File: src/rtl/spi_stream_pkg.sv
// Shared definitions for the SPI TX word-stream blocks: FSM state encoding and
// a constant-foldable ceil(log2) used to size bit counters.
package spi_stream_pkg;

    typedef logic [0:0] state_t;

    localparam state_t StIdle  = 1'b0;
    localparam state_t StShift = 1'b1;

    function automatic int unsigned clog2(input int unsigned n);
        int unsigned r;
        r = 0;
        while ((32'd1 << r) < n) begin
            r = r + 1;
        end
        return r;
    endfunction

endpackage

File: src/rtl/stream_bit_serializer.sv
// Consumes DSIZE-bit words over a vld/ready handshake and shifts them out one bit
// per clk_en strobe, streaming back-to-back words without an idle bit.
module stream_bit_serializer
    import spi_stream_pkg::*;
#(
    parameter int unsigned DSIZE     = 8,
    parameter bit          MSB_FIRST = 1'b1
) (
    input  logic             clock,
    input  logic             rst,
    input  logic             clk_en,
    input  logic             abort,
    input  logic             from_up_vld,
    input  logic [DSIZE-1:0] from_up_data,
    output logic             to_up_ready,
    output logic             sdo,
    output logic             bit_vld,
    output logic             last_bit,
    output logic             word_done
);

    localparam int unsigned     CntW    = clog2(DSIZE);
    localparam logic [CntW-1:0] CntLast = CntW'(DSIZE - 1);

    state_t           state_d, state_q;
    logic [DSIZE-1:0] shreg_d, shreg_q;
    logic [CntW-1:0]  cnt_d, cnt_q;
    logic             word_done_d, word_done_q;
    logic             accept;

    assign bit_vld   = (state_q == StShift);
    assign last_bit  = (state_q == StShift) && (cnt_q == CntLast);
    assign sdo       = MSB_FIRST ? shreg_q[DSIZE-1] : shreg_q[0];
    assign word_done = word_done_q;

    // Gated by rst so ready reads 0 while reset is held, matching the reset outputs.
    assign to_up_ready = clk_en & ~abort & ~rst & ((state_q == StIdle) | last_bit);
    assign accept      = from_up_vld & to_up_ready;

    always_comb begin
        state_d     = state_q;
        shreg_d     = shreg_q;
        cnt_d       = cnt_q;
        word_done_d = 1'b0;
        if (abort) begin
            state_d = StIdle;
            shreg_d = '0;
            cnt_d   = '0;
        end else if (clk_en) begin
            if (state_q == StIdle) begin
                if (accept) begin
                    state_d = StShift;
                    shreg_d = from_up_data;
                    cnt_d   = '0;
                end
            end else if (cnt_q == CntLast) begin
                word_done_d = 1'b1;
                if (accept) begin
                    shreg_d = from_up_data;
                    cnt_d   = '0;
                end else begin
                    state_d = StIdle;
                    shreg_d = '0;
                    cnt_d   = '0;
                end
            end else begin
                // Vacated bit fills with 0 so sdo idles low after the word drains.
                shreg_d = MSB_FIRST ? (shreg_q << 1) : (shreg_q >> 1);
                cnt_d   = cnt_q + 1'b1;
            end
        end
    end

    always_ff @(posedge clock or posedge rst) begin
        if (rst) begin
            state_q     <= StIdle;
            shreg_q     <= '0;
            cnt_q       <= '0;
            word_done_q <= 1'b0;
        end else begin
            state_q     <= state_d;
            shreg_q     <= shreg_d;
            cnt_q       <= cnt_d;
            word_done_q <= word_done_d;
        end
    end

endmodule
File: config.mk
export PLATFORM = sky130hd
export DESIGN_NAME = stream_bit_serializer
export DESIGN_NICKNAME = d
export VERILOG_FILES = /design/src/rtl/spi_stream_pkg.sv /design/src/rtl/stream_bit_serializer.sv
export SDC_FILE = /design/constraint.sdc
export NUM_CORES = 1
export LEC_CHECK = 0
export BUFFER_PORTS_ARGS = -buffer_cell sky130_fd_sc_hd__buf_2
export CAP_MARGIN = 20
export CORE_MARGIN = 3
export CORE_UTILIZATION = 45
export DETAILED_ROUTE_END_ITERATION = 10
export MAX_ROUTING_LAYER = met4
export PLACE_DENSITY = 0.7
export SLEW_MARGIN = 0
export SYNTH_ARGS = -nofsm -noshare
export SYNTH_HDL_FRONTEND = slang
export SYNTH_SLANG_ARGS = --single-unit
File: constraint.sdc
create_clock -name clock -period 2.9 [get_ports clock]
set_input_delay 0.58 -clock clock [delete_from_list [all_inputs] [get_ports clock]]
set_output_delay 0.58 -clock clock [all_outputs]
set_load 0.02 [all_outputs]
# Word level (Yosys, flattened, before mapping)
# Index checks and enable logic that the tools add are counted.
totals:
  ff_bits: 13
  output_inout_bits: 5
  elab_cells: 38
op_classes:
  addsub: 1
  n_eq_ne: 1
  muxes: 20
  n_bitwise: 8
  reduce_logical: 4
op_table:
  columns: ["op", "n"]
  rows:
  - ["two-way mux 8 bit", 6]
  - ["two-way mux 3 bit", 5]
  - ["two-way mux 1 bit", 9]
  - ["bitwise AND 1 bit", 4]
  - ["adder 3 x 1 -> 3 bit (second input constant)", 1]
  - ["equality test 3 bit (second input constant)", 1]
  - ["inverter 1 bit", 3]
  - ["nonzero test 3 bit", 1]
  - ["AND reduction 2 bit", 1]
  - ["nonzero test 2 bit", 1]
  - ["logical AND 1 bit", 1]
  - ["OR 1 bit", 1]

# Longest topological paths before layout
depth:
  word_depth: 10
  ltp_mapped: 6

# Least setup slack after synthesis
# OpenSTA, ideal clock, no wires.
synth_path:
  kind: "input to output"
  from: "in rst"
  to: "out to_up_ready"
  arrival_time_ps: 1210
  setup_slack_ps: 1110
  cell_stages: 2
  n_path_buf: 0
  path_cell_list: "inv_1 > and3_1"
synth_via:
  elab_chain_cells: 3
synth_lines:
  columns: ["item", "line_no", "text"]
  rows:
  - ["start: declaration", "stream_bit_serializer.sv:10", "input logic rst,"]
  - ["inverter 1 bit", "stream_bit_serializer.sv:37", "assign to_up_ready = clk_en & ~abort & ~rst & ((state_q == StIdle) | last_bit);"]
  - ["bitwise AND 1 bit (2 in a row)", "stream_bit_serializer.sv:37", null]
  - ["end: declaration", "stream_bit_serializer.sv:15", "output logic to_up_ready,"]
# No other way between the ends.

# Worst setup path after layout
layout_path:
  from: "reg cnt_q[0]"
  to: "out to_up_ready"
layout_via:
  elab_chain_cells: 4
layout_lines:
  columns: ["item", "line_no", "text"]
  rows:
  - ["start: declaration", "stream_bit_serializer.sv:27", "logic [CntW-1:0] cnt_d, cnt_q;"]
  - ["start signal: assignment", "stream_bit_serializer.sv:83", "cnt_q <= cnt_d;"]
  - ["equality test 3 bit", "stream_bit_serializer.sv:32", "assign last_bit = (state_q == StShift) && (cnt_q == CntLast);"]
  - ["logical AND 1 bit", "stream_bit_serializer.sv:32", null]
  - ["OR 1 bit", "stream_bit_serializer.sv:37", null]
  - ["bitwise AND 1 bit", "stream_bit_serializer.sv:37", null]
# No other way between the ends.

==> out/qor_table.md <==
| Item | Reported |
|:---|:---|
| Cell at the slowest stage of the critical path | sky130_fd_sc_hd__dfrtp_1 |
| H-tree levels | 1 |
| Post-Place Worst Slack | 1.021 ns |
| Cell variety after synth | 21 |
| Number of max-capacitance violations reported | 0 |
| CP startpoint | cnt_q[0] |
| Largest net degree at the start of global routing | 14 |
| Met3 track utilization from global routing | 5.976% |
| Maximum root-to-sink buffer count | 2 |
| Crit path buffers/inverters | 1 |
| Setup WS post-layout | 0.7136 ns |
| Family with the most delay on the worst path | adder cells |
| Number of hold-slack violations in the final timing report | 0 |
| First DRT Iteration DRCs | 4 |
| Mean instance size in the synthesized netlist | 9.956 um^2 |
| Outcome | finished clean |
| Critical-path cell list | ha_1, ha_1, nand2b_1, and3_1, buf_2 |
| Insertion delay to the later sink of the worst-skew pair | 0.27 ns |
| Final worst clock skew | 0.006206 ns |
| Portion of the post-synthesis area used by sequential elements | 46.68% |
| Reg area | 325.3 um^2 |
| Most common library cell in the layout ignoring fill and taps | sky130_fd_sc_hd__inv_1 |
| Most frequent CP cell | sky130_fd_sc_hd__ha_1 |
| Worst vdd rail ir drop | 0.2410 mV |
| CTS buffer count | 3 |
| Die Outline Area | 2057 um^2 |
| Data arrival time of the worst path | 1.61 ns |
| Root cell of the clock tree | sky130_fd_sc_hd__clkbuf_4 |
| Area share of the leading cell type in the synthesized netlist | 46.68% |
| Placed cell area | 793.3 um^2 |
| Layout cells sized above 1 | 31.11% |
| Number of clock sinks seen by CTS | 13 |
| Actual transition at the worst max-transition pin | 0.5345 ns |
| Final core utilization | 59.28% |
| Kind of path behind the tightest hold check | primary input to asynchronous set/reset pin |
| Overall track demand over capacity in global routing | 16.00% |
| Mapped Cells | 70 |
| Delay of the slowest cell on the worst path | 0.39 ns |
| Global-route congestion overflow total | 0 |
| Antenna diode count | 0 |
| Post-route minimum period | 2.186 ns |
| RSZ-0062 raised after global routing | false |
| Synthesized netlist net count | 85 |
| Synthesized cell area | 696.9 um^2 |
| Layout Area Growth over Synthesis | 17.59% |
| ANT nets after route | 0 |
| Placeable core area | 1383 um^2 |
| Final setup violating endpoints | 0 |
| Crit end category | output pin |
| Simple-gate share of the synthesized area | 16.16% |
| Initial antenna violation count | 0 |
| DP HPWL | 989.1 um |
| Final weighted congestion in routability-driven placement | 0.7823 |
| Number of detailed-routing iterations run before antenna repair | 4 |
| Initial Utilization | 50.41% |
| Clk pin slew, worst setup/hold paths | 0.08 ns |
| Multiplexer share of the synthesized area | 0% |
| Highest fanout seen on the critical path | 5 |
| Global-route wire length before repair | 2194 um |
| Overall routed net length | 1293 um |
| Final nets | 106 |
| Die Y-Extent | 45.36 um |
| Yosys warning total | 0 |
| Multi-input gate area in the final layout | 281.5 um^2 |
| Fraction of the cycle the final worst path needs | 75.39% |
| Number of core rows | 13 |
| Kind of critical path | flip-flop to output pin |
| # resized after CTS | 0 |
| Power per cell area | 421.6 nW/um^2 |
| Flip-flop and latch count after synthesis | 13 |
| Xor/xnor cell area share of the yosys netlist | 0% |
| Max Slew Vio Count | 0 |
| Final instance area | 819.5 um^2 |
| Max_slew headroom | 64.37% |
| Required time reported for the critical path endpoint | 2.32 ns |
| Fill cells | 139 |
| Launching element type of the critical path | flip-flop |
| Met1 demand-to-capacity share in global routing | 17.54% |
| Commonest cells after routing, fill and taps aside | sky130_fd_sc_hd__inv_1 (20), sky130_fd_sc_hd__buf_2 (17), sky130_fd_sc_hd__dfrtp_1 (13) |
| Clock tree from TritonCTS | yes |
| Routed wire length per instance | 12.31 um |
| Quantity of I/O buffers inserted on ports | 17 |
| IO Count | 18 |
| Main combinational cell family by area after synthesis | compound AO/OA/AOI/OAI gates |
| Worst Hold Margin | 0.3235 ns |
| Leakage power | 0.0004296 uW |
| Largest area contributor in the netlist | sky130_fd_sc_hd__dfrtp_1 |
| Via count | 538 |
| Global Route met2 Usage | 24.86% |
| Setup Buffers After CTS | 0 |
| Achievable Freq | 0.4574 GHz |
| Number of global-route vias before repair | 517 |
| Die Wd | 45.36 um |
| Compound-Gate Fraction of Synth Area | 20.65% |
| Hold-fix buffer count after cts | 0 |
| Final setup TNS | 0 ns |
| Gr busiest metal | met2 |
| Average via count per standard cell | 5.124 |
| Adder and majority cell fraction of the synthesized area | 3.591% |
| Residual DRC | 0 |
| Start of the worst register-to-register path | cnt_q[0] |
| Synth top area cells | sky130_fd_sc_hd__dfrtp_1 (47%), sky130_fd_sc_hd__o221ai_2 (13%), sky130_fd_sc_hd__inv_1 (11%) |
==> metrics by stage <==
stage | power (uW) | cells
global placement | 238.9 | 101
floorplan | 225.2 | 70
CTS | 351.4 | 105
finish | 345.5 | 105
detailed placement | 240.9 | 101
global route | 366.0 | 105
==> path summary, 6_finish.rpt <==
check | end | slack (ns) | depth (start not counted)
max in group asynchronous | cnt_q[2] | 2.41 | 3
min in group clock | shreg_q[3] | 0.48 | 2
setup / recovery | to_up_ready | 0.71 | 5
hold reg to reg | shreg_q[3] | 0.48 | 2
setup reg to reg | cnt_q[0] | 1.36 | 5
hold / removal | shreg_q[7] | 0.32 | 3
==> tightest hold or removal path, cell delays in order <==
cell and delay (ns):
sky130_fd_sc_hd__buf_2 0.10, sky130_fd_sc_hd__inv_1 0.07, sky130_fd_sc_hd__buf_4 0.21
==> report_power, final <==
group	leakage [uW]	internal [uW]	switching, uW	total [uW]
Clock	0.0000150	53.3	56.0	109
Sequential	0.000179	187	3.97	191
Combinational	0.000236	18.0	26.9	44.9
Total	0.000430	259	86.8	346
==> kinds of logic after synthesis <==
family,count (synthesis)
and+or+nand+nor,20
DFF,13
buffers and inverters,22
adders and majority gates,2
AOI/OAI and AO/OA,13
==> cell type report <==
cell class / count / share of cell area (%)
sequential: 13 / 39.69
multi-input combinational: 35 / 34.35
timing repair buffer: 18 / 11.30
inverter: 20 / 9.160
clock buffer: 4 / 3.206
tap: 15 / 2.290
==> synth_stat cells <==
master	number
sky130_fd_sc_hd__o22a_1	1
sky130_fd_sc_hd__o22ai_1	1
sky130_fd_sc_hd__and4bb_1	1
sky130_fd_sc_hd__buf_6	1
sky130_fd_sc_hd__and2b_1	2
sky130_fd_sc_hd__nor2_1	1
sky130_fd_sc_hd__nand2b_1	1
sky130_fd_sc_hd__or2_0	1
sky130_fd_sc_hd__dfrtp_1	13
sky130_fd_sc_hd__inv_1	20
sky130_fd_sc_hd__and3_1	2
sky130_fd_sc_hd__ha_1	2
sky130_fd_sc_hd__nand2_1	9
sky130_fd_sc_hd__o2bb2ai_1	2
sky130_fd_sc_hd__o21ai_1	1
sky130_fd_sc_hd__clkbuf_1	1
sky130_fd_sc_hd__o221ai_1	1
sky130_fd_sc_hd__nand3_2	1
sky130_fd_sc_hd__a22oi_1	1
sky130_fd_sc_hd__o221ai_2	6
sky130_fd_sc_hd__and2_1	2
==> metal layers <==
layer  share of wire [%]  wire length [um]
met1                  43               553
met2                  52               667
met3                 4.3                56
met4                 1.2                16
met5                   0                 0
==> flip-flops by register name, indices dropped and copies added (netlist names) <==
| signal | flops |
|---|---|
| word_done | 1 |
| bit_vld | 1 |
| cnt_q | 3 |
| shreg_q | 8 |
No activity file was read; power rests on OpenSTA's default activity.
